[src/rtl/mem_access_unit_pkg.sv]
// ---------------------------------------------------------------------------
// mem_access_unit_pkg
// Shared definitions for the load/store access sequencer:
//   - state_t : FSM state encoding (IDLE=00, REQ=01, RESP=10)
//   - F3_*    : funct3 access-width codes
//   - f3_legal: true for the five access widths the unit supports
// ---------------------------------------------------------------------------
package mem_access_unit_pkg;

    typedef enum logic [1:0] {
        ST_IDLE = 2'b00,
        ST_REQ  = 2'b01,
        ST_RESP = 2'b10
    } state_t;

    localparam logic [2:0] F3_B  = 3'b000;
    localparam logic [2:0] F3_H  = 3'b001;
    localparam logic [2:0] F3_W  = 3'b010;
    localparam logic [2:0] F3_BU = 3'b100;
    localparam logic [2:0] F3_HU = 3'b101;

    function automatic logic f3_legal(input logic [2:0] f3);
        logic ok;
        ok = 1'b0;
        case (f3)
            F3_B, F3_H, F3_W, F3_BU, F3_HU: ok = 1'b1;
            default:                        ok = 1'b0;
        endcase
        return ok;
    endfunction

endpackage

[src/rtl/mem_access_unit_if.sv]
// ---------------------------------------------------------------------------
// mem_access_unit_if
// Data-memory request/acknowledge bus.
//   bus_req   : request, held until ack or abort
//   bus_we    : 1 = write
//   bus_addr  : word-aligned byte address
//   bus_be    : byte-lane enables
//   bus_wdata : lane-replicated store data
//   bus_ack   : single-cycle acknowledge (read data valid same cycle)
//   bus_rdata : read data word
// master = access unit side, slave = memory side.
// ---------------------------------------------------------------------------
interface mem_access_unit_if;
    logic        bus_req;
    logic        bus_we;
    logic [31:0] bus_addr;
    logic [3:0]  bus_be;
    logic [31:0] bus_wdata;
    logic        bus_ack;
    logic [31:0] bus_rdata;

    modport master (
        output bus_req, bus_we, bus_addr, bus_be, bus_wdata,
        input  bus_ack, bus_rdata
    );

    modport slave (
        input  bus_req, bus_we, bus_addr, bus_be, bus_wdata,
        output bus_ack, bus_rdata
    );
endinterface

[src/rtl/mem_access_unit_lsu_align.sv]
// ---------------------------------------------------------------------------
// lsu_align
// Purely combinational lane logic for the access sequencer.
//   i_funct3     : access width code
//   i_addr_lo    : byte offset within the word
//   i_wdata      : raw store data (rs2)
//   i_rdata_word : raw read word from the bus
//   o_be         : byte enables for the access
//   o_wdata      : store data replicated across the lanes
//   o_rdata      : load data shifted down and sign/zero extended
//   o_aligned    : legal width and naturally aligned offset
// ---------------------------------------------------------------------------
module lsu_align
    import mem_access_unit_pkg::*;
(
    input  logic [2:0]  i_funct3,
    input  logic [1:0]  i_addr_lo,
    input  logic [31:0] i_wdata,
    input  logic [31:0] i_rdata_word,
    output logic [3:0]  o_be,
    output logic [31:0] o_wdata,
    output logic [31:0] o_rdata,
    output logic        o_aligned
);

    logic [31:0] w_shifted;

    always_comb begin
        // Bring the addressed byte/halfword down to bit 0.
        w_shifted = i_rdata_word >> {i_addr_lo, 3'b000};
        o_be      = 4'b0000;
        o_wdata   = 32'h0;
        o_rdata   = 32'h0;
        o_aligned = 1'b0;
        case (i_funct3)
            F3_B, F3_BU: begin
                o_be      = 4'b0001 << i_addr_lo;
                o_wdata   = {4{i_wdata[7:0]}};
                o_rdata   = (i_funct3 == F3_B) ? {{24{w_shifted[7]}}, w_shifted[7:0]}
                                               : {24'h0, w_shifted[7:0]};
                o_aligned = 1'b1;
            end
            F3_H, F3_HU: begin
                o_be      = 4'b0011 << i_addr_lo;
                o_wdata   = {2{i_wdata[15:0]}};
                o_rdata   = (i_funct3 == F3_H) ? {{16{w_shifted[15]}}, w_shifted[15:0]}
                                               : {16'h0, w_shifted[15:0]};
                o_aligned = ~i_addr_lo[0];
            end
            F3_W: begin
                o_be      = 4'b1111;
                o_wdata   = i_wdata;
                o_rdata   = i_rdata_word;
                o_aligned = (i_addr_lo == 2'b00);
            end
            default: begin
                o_aligned = 1'b0;
            end
        endcase
        // Illegal widths never reach the bus; keep the check explicit.
        o_aligned = o_aligned & f3_legal(i_funct3);
    end

endmodule

[src/rtl/mem_access_unit.sv]
// ---------------------------------------------------------------------------
// mem_access_unit
// Load/store access sequencer. Accepts mem_read/mem_write strobes with the
// ALU address and rs2 data, runs one request/ack transaction on the data
// bus, and holds the pipeline with stall until done, misalign or timeout.
//   clk, rst_n          : clock, asynchronous active-low reset
//   mem_read, mem_write : access strobes (write wins when both set)
//   funct3, addr, wdata : width code, byte address, store data
//   stall               : pipeline hold (combinational)
//   rdata, done         : extended load result and completion pulse
//   misalign_err        : misaligned address or illegal width
//   timeout_err         : no ack within TIMEOUT cycles
//   bus                 : data-memory bus (master side)
// ---------------------------------------------------------------------------
module mem_access_unit
    import mem_access_unit_pkg::*;
#(
    parameter int TIMEOUT = 255
) (
    input  logic                     clk,
    input  logic                     rst_n,
    input  logic                     mem_read,
    input  logic                     mem_write,
    input  logic [2:0]               funct3,
    input  logic [31:0]              addr,
    input  logic [31:0]              wdata,
    output logic                     stall,
    output logic [31:0]              rdata,
    output logic                     done,
    output logic                     misalign_err,
    output logic                     timeout_err,
    mem_access_unit_if.master        bus
);

    localparam int              CW       = $clog2(TIMEOUT + 1);
    localparam logic [CW-1:0]   CNT_LAST = CW'(TIMEOUT - 1);

    state_t        r_state, w_state_next;
    logic [CW-1:0] r_cnt, w_cnt_next;
    logic [2:0]    r_f3, w_f3_next;
    logic [1:0]    r_addr_lo, w_addr_lo_next;
    logic          r_bus_req, w_bus_req_next;
    logic          r_bus_we, w_bus_we_next;
    logic [31:0]   r_bus_addr, w_bus_addr_next;
    logic [3:0]    r_bus_be, w_bus_be_next;
    logic [31:0]   r_bus_wdata, w_bus_wdata_next;
    logic [31:0]   r_rdata, w_rdata_next;
    logic          r_mis, w_mis_next;
    logic          r_tmo, w_tmo_next;

    logic          w_idle;
    logic          w_access;
    logic [2:0]    w_sel_f3;
    logic [1:0]    w_sel_lo;
    logic [3:0]    w_be;
    logic [31:0]   w_wdata_rep;
    logic [31:0]   w_ld_data;
    logic          w_aligned;

    assign w_idle   = (r_state == ST_IDLE);
    assign w_access = mem_read | mem_write;

    // One lane block serves both phases: in IDLE it checks and steers the
    // incoming request, in REQ it extends the returning word using the
    // latched width and offset.
    assign w_sel_f3 = w_idle ? funct3     : r_f3;
    assign w_sel_lo = w_idle ? addr[1:0]  : r_addr_lo;

    lsu_align u_align (
        .i_funct3     (w_sel_f3),
        .i_addr_lo    (w_sel_lo),
        .i_wdata      (wdata),
        .i_rdata_word (bus.bus_rdata),
        .o_be         (w_be),
        .o_wdata      (w_wdata_rep),
        .o_rdata      (w_ld_data),
        .o_aligned    (w_aligned)
    );

    always_ff @(posedge clk or negedge rst_n) begin
        if (!rst_n) begin
            r_state     <= ST_IDLE;
            r_cnt       <= '0;
            r_f3        <= 3'b000;
            r_addr_lo   <= 2'b00;
            r_bus_req   <= 1'b0;
            r_bus_we    <= 1'b0;
            r_bus_addr  <= 32'h0;
            r_bus_be    <= 4'b0000;
            r_bus_wdata <= 32'h0;
            r_rdata     <= 32'h0;
            r_mis       <= 1'b0;
            r_tmo       <= 1'b0;
        end else begin
            r_state     <= w_state_next;
            r_cnt       <= w_cnt_next;
            r_f3        <= w_f3_next;
            r_addr_lo   <= w_addr_lo_next;
            r_bus_req   <= w_bus_req_next;
            r_bus_we    <= w_bus_we_next;
            r_bus_addr  <= w_bus_addr_next;
            r_bus_be    <= w_bus_be_next;
            r_bus_wdata <= w_bus_wdata_next;
            r_rdata     <= w_rdata_next;
            r_mis       <= w_mis_next;
            r_tmo       <= w_tmo_next;
        end
    end

    always_comb begin
        w_state_next     = r_state;
        w_cnt_next       = r_cnt;
        w_f3_next        = r_f3;
        w_addr_lo_next   = r_addr_lo;
        w_bus_req_next   = r_bus_req;
        w_bus_we_next    = r_bus_we;
        w_bus_addr_next  = r_bus_addr;
        w_bus_be_next    = r_bus_be;
        w_bus_wdata_next = r_bus_wdata;
        w_rdata_next     = r_rdata;
        w_mis_next       = r_mis;
        w_tmo_next       = r_tmo;

        case (r_state)
            ST_IDLE: begin
                if (w_access) begin
                    w_rdata_next = 32'h0;
                    w_tmo_next   = 1'b0;
                    if (w_aligned) begin
                        w_f3_next        = funct3;
                        w_addr_lo_next   = addr[1:0];
                        w_bus_req_next   = 1'b1;
                        w_bus_we_next    = mem_write;
                        w_bus_addr_next  = {addr[31:2], 2'b00};
                        w_bus_be_next    = w_be;
                        w_bus_wdata_next = w_wdata_rep;
                        w_cnt_next       = '0;
                        w_mis_next       = 1'b0;
                        w_state_next     = ST_REQ;
                    end else begin
                        w_mis_next   = 1'b1;
                        w_state_next = ST_RESP;
                    end
                end
            end
            ST_REQ: begin
                if (bus.bus_ack || (r_cnt == CNT_LAST)) begin
                    // Ack wins over a simultaneous timeout on the last cycle.
                    w_rdata_next     = (bus.bus_ack && !r_bus_we) ? w_ld_data : 32'h0;
                    w_tmo_next       = ~bus.bus_ack;
                    w_bus_req_next   = 1'b0;
                    w_bus_we_next    = 1'b0;
                    w_bus_addr_next  = 32'h0;
                    w_bus_be_next    = 4'b0000;
                    w_bus_wdata_next = 32'h0;
                    w_state_next     = ST_RESP;
                end else begin
                    w_cnt_next = r_cnt + 1'b1;
                end
            end
            ST_RESP: begin
                w_rdata_next = 32'h0;
                w_mis_next   = 1'b0;
                w_tmo_next   = 1'b0;
                w_state_next = ST_IDLE;
            end
            default: begin
                w_state_next = ST_IDLE;
            end
        endcase
    end

    // Result and flag registers are only non-zero during RESP.
    assign done          = (r_state == ST_RESP);
    assign rdata         = r_rdata;
    assign misalign_err  = r_mis;
    assign timeout_err   = r_tmo;

    assign stall = rst_n & ((w_idle & w_access) | (r_state == ST_REQ));

    assign bus.bus_req   = r_bus_req;
    assign bus.bus_we    = r_bus_we;
    assign bus.bus_addr  = r_bus_addr;
    assign bus.bus_be    = r_bus_be;
    assign bus.bus_wdata = r_bus_wdata;

endmodule

[src/flat_wrapper.sv]
// flat-port wrapper written by rule: the top's interface ports become plain ports
module mem_access_unit_flat import mem_access_unit_pkg::*;
#(
    parameter int TIMEOUT = 255
)
  (clk, rst_n, mem_read, mem_write, funct3, addr, wdata, stall, rdata, done, misalign_err, timeout_err, bus_bus_req, bus_bus_we, bus_bus_addr, bus_bus_be, bus_bus_wdata, bus_bus_ack, bus_bus_rdata);
  mem_access_unit_if bus_i ();
  input  logic clk;
  input  logic rst_n;
  input  logic mem_read;
  input  logic mem_write;
  input  logic [2:0] funct3;
  input  logic [31:0] addr;
  input  logic [31:0] wdata;
  output logic stall;
  output logic [31:0] rdata;
  output logic done;
  output logic misalign_err;
  output logic timeout_err;
  output wire logic [$bits(bus_i.bus_req)-1:0] bus_bus_req;
  output wire logic [$bits(bus_i.bus_we)-1:0] bus_bus_we;
  output wire logic [$bits(bus_i.bus_addr)-1:0] bus_bus_addr;
  output wire logic [$bits(bus_i.bus_be)-1:0] bus_bus_be;
  output wire logic [$bits(bus_i.bus_wdata)-1:0] bus_bus_wdata;
  input wire logic [$bits(bus_i.bus_ack)-1:0] bus_bus_ack;
  input wire logic [$bits(bus_i.bus_rdata)-1:0] bus_bus_rdata;
  assign bus_bus_req = bus_i.bus_req;
  assign bus_bus_we = bus_i.bus_we;
  assign bus_bus_addr = bus_i.bus_addr;
  assign bus_bus_be = bus_i.bus_be;
  assign bus_bus_wdata = bus_i.bus_wdata;
  assign bus_i.bus_ack = bus_bus_ack;
  assign bus_i.bus_rdata = bus_bus_rdata;
  mem_access_unit #(.TIMEOUT(TIMEOUT)) u_core (.clk(clk), .rst_n(rst_n), .mem_read(mem_read), .mem_write(mem_write), .funct3(funct3), .addr(addr), .wdata(wdata), .stall(stall), .rdata(rdata), .done(done), .misalign_err(misalign_err), .timeout_err(timeout_err), .bus(bus_i));
endmodule
[config.mk]
export PLATFORM = sky130hd
export DESIGN_NAME = mem_access_unit_flat
export DESIGN_NICKNAME = d
export VERILOG_FILES = /design/src/rtl/mem_access_unit_pkg.sv /design/src/rtl/mem_access_unit_if.sv /design/src/rtl/mem_access_unit_lsu_align.sv /design/src/rtl/mem_access_unit.sv /design/src/flat_wrapper.sv
export SDC_FILE = /design/constraint.sdc
export NUM_CORES = 1
export LEC_CHECK = 0
export ABC_AREA = 1
export ABC_CLOCK_PERIOD_IN_PS = 2800
export BUFFER_PORTS_ARGS = -buffer_cell sky130_fd_sc_hd__buf_2
export CAP_MARGIN = 30
export CORE_MARGIN = 3
export CORE_UTILIZATION = 39
export DETAILED_ROUTE_END_ITERATION = 10
export PLACE_DENSITY_LB_ADDON = 0.12
export SLEW_MARGIN = 20
export SYNTH_ARGS = -nofsm -noshare
export SYNTH_HDL_FRONTEND = slang
export SYNTH_HIERARCHICAL = 1
export SYNTH_SLANG_ARGS = --single-unit
[constraint.sdc]
create_clock -name clk -period 2.8 [get_ports clk]
set_clock_uncertainty 0.15 [all_clocks]
set_input_delay 0.14 -clock clk [delete_from_list [all_inputs] [get_ports clk]]
set_output_delay 0.14 -clock clk [all_outputs]
set_load 0.02 [all_outputs]
==> Word-level counts from Yosys, hierarchy flattened <==
Index checks and enable logic that the tools add are counted.
{ "word_totals": {"reg_bits": 119, "latch_bits": 0, "ram_bits": 0, "romBits": 0, "input_bits": 104, "out_inout_bits": 106, "wordCells": 97, "mem_count": 0} }
{ "op_classes": {"n_addsub": 1, "n_mul": 0, "div": 0, "magnitude_cmp": 0, "eq_ne": 11, "n_shift": 3, "muxes": 45, "n_bitwise": 7, "reduce_logical": 18} }
{ "op_table": {"columns": ["operator", "count"], "rows": [
  ["32-bit two-way mux", 10],
  ["32-bit case mux with 3 select lines", 3],
  ["32-bit case mux with 2 select lines", 2],
  ["32-bit by 5-bit right shift with 16-bit output", 1],
  ["8-bit two-way mux", 3],
  ["8-bit case mux with 2 select lines", 1],
  ["4-bit two-way mux", 3],
  ["4-bit case mux with 3 select lines", 1],
  ["1-bit two-way mux", 10],
  ["8-bit by 1-bit adder with 8-bit output, second input constant", 1],
  ["8-bit == test, second input constant", 1],
  ["2-bit two-way mux", 4],
  ["4-bit case mux with 2 select lines", 1],
  ["4-bit AND reduction", 2],
  ["3-bit == test, second input constant", 2],
  ["2-bit != test, second input constant", 3],
  ["1-bit case mux with 2 select lines", 3],
  ["1-bit case mux with 3 select lines", 2],
  ["3-bit AND reduction", 2],
  ["5-bit OR reduction", 1],
  ["2-bit zero test", 2],
  ["2-bit case mux with 2 select lines", 1],
  ["2-bit AND reduction", 2],
  ["2-bit nonzero test", 2],
  ["17 further kinds", 22]
]} }

==> Depth between registers and ports, before layout <==
{ "logic_depth": {"depth_word": 9, "mapped_depth": 16, "mapped_depth_nobuf": 13} }

==> Cells and area by module <==
The synthesis kept the hierarchy.
{ "by_module_without_submodules": {"columns": ["module", "instances", "cells_each", "area_per_inst_um2", "seq_area_each_um2"], "rows": [
  ["mem_access_unit", 1, 572, 4917.2, 2927.8],
  ["lsu_align", 1, 260, 1163.6, 0.0]
]} }

==> Worst setup path after synthesis <==
OpenSTA, ideal clock, no wires.
{ "synth_timing": {"path_type": "register -> register", "startpoint": "register u_core.r_state[0]", "endpoint": "register u_core.r_bus_addr[14], in the netlist u_core/bus.bus_addr[14]", "setup_ns": 0.117, "arrival_ns": 2.541, "required_ns": 2.533, "path_slack_ns": -0.008, "path_stages_with_launch": 14, "n_path_buf": 3, "synth_period_minus_slack_ns": 2.808, "path_cell_list": "dfrtp_1 > nor2_2 > inv_2 > clkbuf_1 > o21ai_0 > nand3b_2 > o21ai_0 > nor2_2 > nor2_2 > nand2_2 > buf_4 > buf_6 > nand2_1 > nand2_1"} }
{ "synth_via": {"elab_chain_len": 8, "elab_cells_between_ends": 23, "cone_classes": "8 x eq/ne; 5 x mux; 2 x bitwise; 8 x reduce/logical"} }
{ "synth_rtl": {"columns": ["item", "line", "rtl"], "rows": [
  ["from (decl)", "mem_access_unit.sv:38", "state_t r_state, w_state_next;"],
  ["from (signal assigned)", "mem_access_unit.sv:95", "r_state <= w_state_next;"],
  ["2-bit zero test (*)", "mem_access_unit.sv:60", "assign w_idle = (r_state == ST_IDLE);"],
  ["3-bit two-way mux (*)", "mem_access_unit.sv:66", "assign w_sel_f3 = w_idle ? funct3 : r_f3;"],
  ["via u_core.w_sel_f3[1]", "mem_access_unit.sv:53", "logic [2:0] w_sel_f3;"],
  ["3-bit by 1-bit == test with 1-bit output (tied with other cells)", "mem_access_unit_pkg.sv:25, mem_access_unit_lsu_align.sv:35", null],
  ["2-bit OR reduction / 5-bit OR reduction (equally long branches)", "mem_access_unit_lsu_align.sv:35, mem_access_unit_pkg.sv:25", null],
  ["1-bit case mux with 3 select lines / 1-bit two-way mux (equally long branches)", "mem_access_unit_lsu_align.sv:35, mem_access_unit_pkg.sv:25", null],
  ["1-bit bitwise AND (*)", "mem_access_unit_lsu_align.sv:61", "o_aligned = o_aligned & f3_legal(i_funct3);"],
  ["via u_core.w_aligned", "mem_access_unit.sv:58", "logic w_aligned;"],
  ["2-bit != test (no line) (*)", null, null],
  ["4-bit AND reduction (no line) (*)", null, null],
  ["to (signal assigned)", "mem_access_unit.sv:101", "r_bus_addr <= w_bus_addr_next;"],
  ["to (decl)", "mem_access_unit.sv:44", "logic [31:0] r_bus_addr, w_bus_addr_next;"]
]} }
The timed path passes the listed nets; every way through them passes the cells marked *.
A chain may end at the register's enable or synchronous reset.

==> Final worst setup path <==
{ "layout_timing": {"startpoint": "register u_core.r_state[0]", "endpoint": "register u_core.r_bus_wdata[9], in the netlist u_core/bus.bus_wdata[9]"} }
{ "layout_via": {"elab_chain_len": 8, "elab_cells_between_ends": 26, "cone_classes": "8 x eq/ne; 8 x mux; 2 x bitwise; 8 x reduce/logical"} }
{ "layout_rtl": {"columns": ["item", "line", "rtl"], "rows": [
  ["2-bit zero test (*)", "mem_access_unit.sv:60", null],
  ["3-bit two-way mux (*)", "mem_access_unit.sv:66", null],
  ["via u_core.w_sel_f3[2]", "mem_access_unit.sv:53", null],
  ["3-bit by 1-bit == test with 1-bit output (tied with other cells)", "mem_access_unit_pkg.sv:25, mem_access_unit_lsu_align.sv:35", null],
  ["2-bit OR reduction / 5-bit OR reduction (equally long branches)", "mem_access_unit_lsu_align.sv:35, mem_access_unit_pkg.sv:25", null],
  ["1-bit case mux with 3 select lines / 1-bit two-way mux (equally long branches)", "mem_access_unit_lsu_align.sv:35, mem_access_unit_pkg.sv:25", null],
  ["1-bit bitwise AND (*)", "mem_access_unit_lsu_align.sv:61", null],
  ["via u_core.w_aligned", "mem_access_unit.sv:58", null],
  ["2-bit != test (no line) (*)", null, null],
  ["4-bit AND reduction (no line) (*)", null, null],
  ["to (signal assigned)", "mem_access_unit.sv:103", "r_bus_wdata <= w_bus_wdata_next;"],
  ["to (decl)", "mem_access_unit.sv:46", "logic [31:0] r_bus_wdata, w_bus_wdata_next;"]
]} }
The timed path passes the listed nets; every way through them passes the cells marked *. The select of a mux whose other input is x is not followed.

==> impl_metrics.csv <==
group,metric,value,unit
synth,mappedNetlistArea,0.006081,sq mm
placement,dpl-instance-area,0.007355,sq mm
clocking,cts_sinks,117,
timing,period_needed,2.491,ns
setup_path,path_class,"reg -> reg",
floorplanning,ios,210,
route,ant_nets,0,
route,via_per_inst,4.930,
placement,io_buffers,207,
clocking,cts_buffers,17,
synth,ys_warn_count,6,
layout,diodes,0,
floorplanning,dieHeight,130.9,um
layout,finalInstanceArea,0.008930,sq mm
timing,setup_slack,0.3091,ns
route,drcViolationCount,0,
setup_path,reg2reg_to,"u_core/bus.bus_wdata[9]$_DFFE_PN0P_",
clocking,clkLatencyLatePin,0.41,ns
layout,final_common_cell,"nand2_1",
clocking,cts_tree,"done",
route,num_vias,6586,
layout,final_cell_mix,"392 x nand2_1, 206 x buf_2, 151 x nand3_1",
synth,netlist_instances,832,
timing,fin_hold_ws,0.003586,ns
floorplanning,core,0.01520,sq mm
setup_path,crit_arrival,2.64,ns
pwr,pwr_density_cell,1156,mW/mm^2
placement,pre_cts_ws,0.2302,ns
floorplanning,start_util,0.4000,
clocking,clkTransAtPathRegs,0.05,ns
layout,final_util,0.5874,
route,wire_per_inst,15.38,um
timing,worstMarginPinSlew,0.6414,ns
synth,ys_types,24,
synth,synth-seq-area-share,0.4815,
worst_hold_path,min_path_type,"in -> reg",
setup_path,ff2ff_setup_slack,0.31,ns
placement,routabilityCongestion,0.8965,
timing,setup_viol,0,
floorplanning,std_cell_rows,45,
route,wl,20550,um
timing,hold_violations,0,
timing,tns,0,ns
run,maxCapViolations,0,
clocking,clock_path_buffers,2,
route,dr.pass1.iters,5,
setup_path,r2r_cells,12,
setup_path,crit_path_start_kind,"flop",
global_routing,overflow,0,
synth,avgSynthCellArea,7.309,sq um
timing,finalMaxSlewViolations,0,
clocking,cts_setup_buffers,0,
placement,placed_cells,1205,
placement,dp_hpwl,13300,um
global_routing,grt_pass1_vias,6392,
worst_hold_path,hold_path_end,"u_core/bus.bus_wdata[0]$_DFFE_PN0P_",
pwr,leakage,5.101,nW
floorplanning,die_x,130.9,um
setup_path,cp_max_fo,37,
global_routing,grt_max_degree,94,
setup_path,crit_path_end_kind,"flop",
timing,max_freq,0.4015,GHz
worst_hold_path,min-delay-start,"wdata[0]",
worst_hold_path,hold_depth,5,
global_routing,grt_pass1_wl,31930,um
global_routing,antenna_found_initial,0,
pwr,power,10.33,mW
layout,fin_cells,1336,
timing,fin_crit_sh,0.8896,
setup_path,reg2reg_from,"u_core/r_state[0]$_DFFE_PN0P_",
layout,drive_above_1_share,0.2448,
timing,rsz0062_at_grt,"no",
route,drt_iter0_drc,447,
pwr,peakVddDrop,0.5820,mV
outcome,status,"finished clean",
floorplanning,design.die.area,0.01713,sq mm
layout,syn_to_final_growth,46.85,%
layout,fin_nets,1244,
synth,yosys_register_bits,117,
clocking,htree_levels,4,
clocking,cts_root_buf,"clkbuf_16",
setup_path,crit_required,2.95,ns
global_routing,grtUsageTotal,0.2390,
timing,relSlewSlack,0.5719,
[cells by family (layout without fill, tap and decap cells)]
kind of cell	after synthesis	count (layout)	synth area share
AND/OR/NAND/NOR	583	583	0.4021
flip-flops	117	117	0.4815
buffers and inverters	85	400	0.06749
AO/OA/AOI/OAI	44	44	0.04424
adder cells (fa/ha/maj)	2	2	0.004115
other	1	2	0.0006167
[what timing repair did]
action                                  in CTS  in global routing
endpoints found under the setup margin       0                 13
endpoints found under the hold margin      219                  0
hold buffers                               102                  0
resized for setup                            0                  1
[routing by layer]
metal	global-route usage	vias up	wire, um
li1	-	3262	-
met5	0	-	0
met4	0.05445	0	167
met1	0.3057	3052	8942
met3	0.06138	17	1419
met2	0.4083	255	10020
[worst max-delay path by stage]
stage,from,endpoint,slack [ns],depth (start not counted)
6_report,u_core/r_state[0]$_DFFE_PN0P_,u_core/bus.bus_wdata[9]$_DFFE_PN0P_,0.31,12
5_1_grt,u_core/r_state[0]$_DFFE_PN0P_,u_core/bus.bus_be[2]$_DFFE_PN0P_,0.12,12
4_1_cts,u_core/r_state[0]$_DFFE_PN0P_,u_core/bus.bus_wdata[6]$_DFFE_PN0P_,0.21,12
3_5_place_dp,u_core/r_state[0]$_DFFE_PN0P_,u_core/bus.bus_wdata[28]$_DFFE_PN0P_,0.23,12
3_3_place_gp,u_core/r_state[0]$_DFFE_PN0P_,u_core/bus.bus_wdata[29]$_DFFE_PN0P_,0.30,12
2_1_floorplan,u_core/r_state[0]$_DFFE_PN0P_,u_core/bus.bus_addr[14]$_DFFE_PN0P_,0.1,14
[synthesized netlist by cell type]
master      n  area [sq um]
nand2_1   392          1471
nand3_1   151         755.7
dfrtp_1   117          2928
inv_1      32         120.1
o21ai_0    31         155.2
nor2_1     23         86.33
buf_2      22         110.1
buf_4      11         82.58
a22o_1      9         78.83
clkbuf_1    9         33.78
nand2_2     6         37.54
nor2_2      6         37.54
inv_2       5         18.77
buf_1       3         11.26
buf_6       3         33.78
ha_1        2         25.02
nor3_4      2         32.53
o21ai_2     2         17.52
conb_1      1         3.750
nand3b_1    1         7.510
nand3b_2    1         11.26
nor3_1      1         5.000
o211a_1     1         10.01
o21bai_1    1         7.510
[where the power goes]
group / total [mW] / switching, mW / leakage, nW / internal [mW]
Clock: 2.06 / 0.752 / 0.256 / 1.31
Combinational: 5.62 / 3.77 / 3.32 / 1.85
Sequential: 2.65 / 0.336 / 1.53 / 2.31
Total: 10.3 / 4.86 / 5.10 / 5.47
[cell type report]
cell class / instances / area (sq um)
well taps: 188 / 235.2
fillers: 1392 / 6272
clock buffers: 20 / 446.7
flip-flops and latches: 117 / 2928
clock inverters: 9 / 107.6
multi-input cells: 631 / 2751
repair buffers: 334 / 2322
inverters: 37 / 138.9
[critical path, cell delays in order, from the launching register on]
cell and delay, ns:
dfrtp_1 0.40, nor2_2 0.14, inv_2 0.10, nand2_1 0.06, o21ai_0 0.13, nand3b_2 0.26
o21ai_1 0.25, nor2_2 0.11, nor2_4 0.16, nand2_2 0.22, buf_12 0.25, nand2_1 0.07
nand2_1 0.06
[flip-flops by register name, indices dropped and copies added, names as in the netlist]
name and count:
u_core/bus.bus_we 1, u_core/rdata 32, u_core/bus.bus_be 4, u_core/bus.bus_addr 30, u_core/misalign_err 1, u_core/bus.bus_wdata 32, u_core/bus.bus_req 1, u_core/timeout_err 1
u_core/r_state 2, u_core/r_cnt 8, u_core/r_f3 3, u_core/r_addr_lo 2
Note: power is estimated with default switching activity, not from simulation.
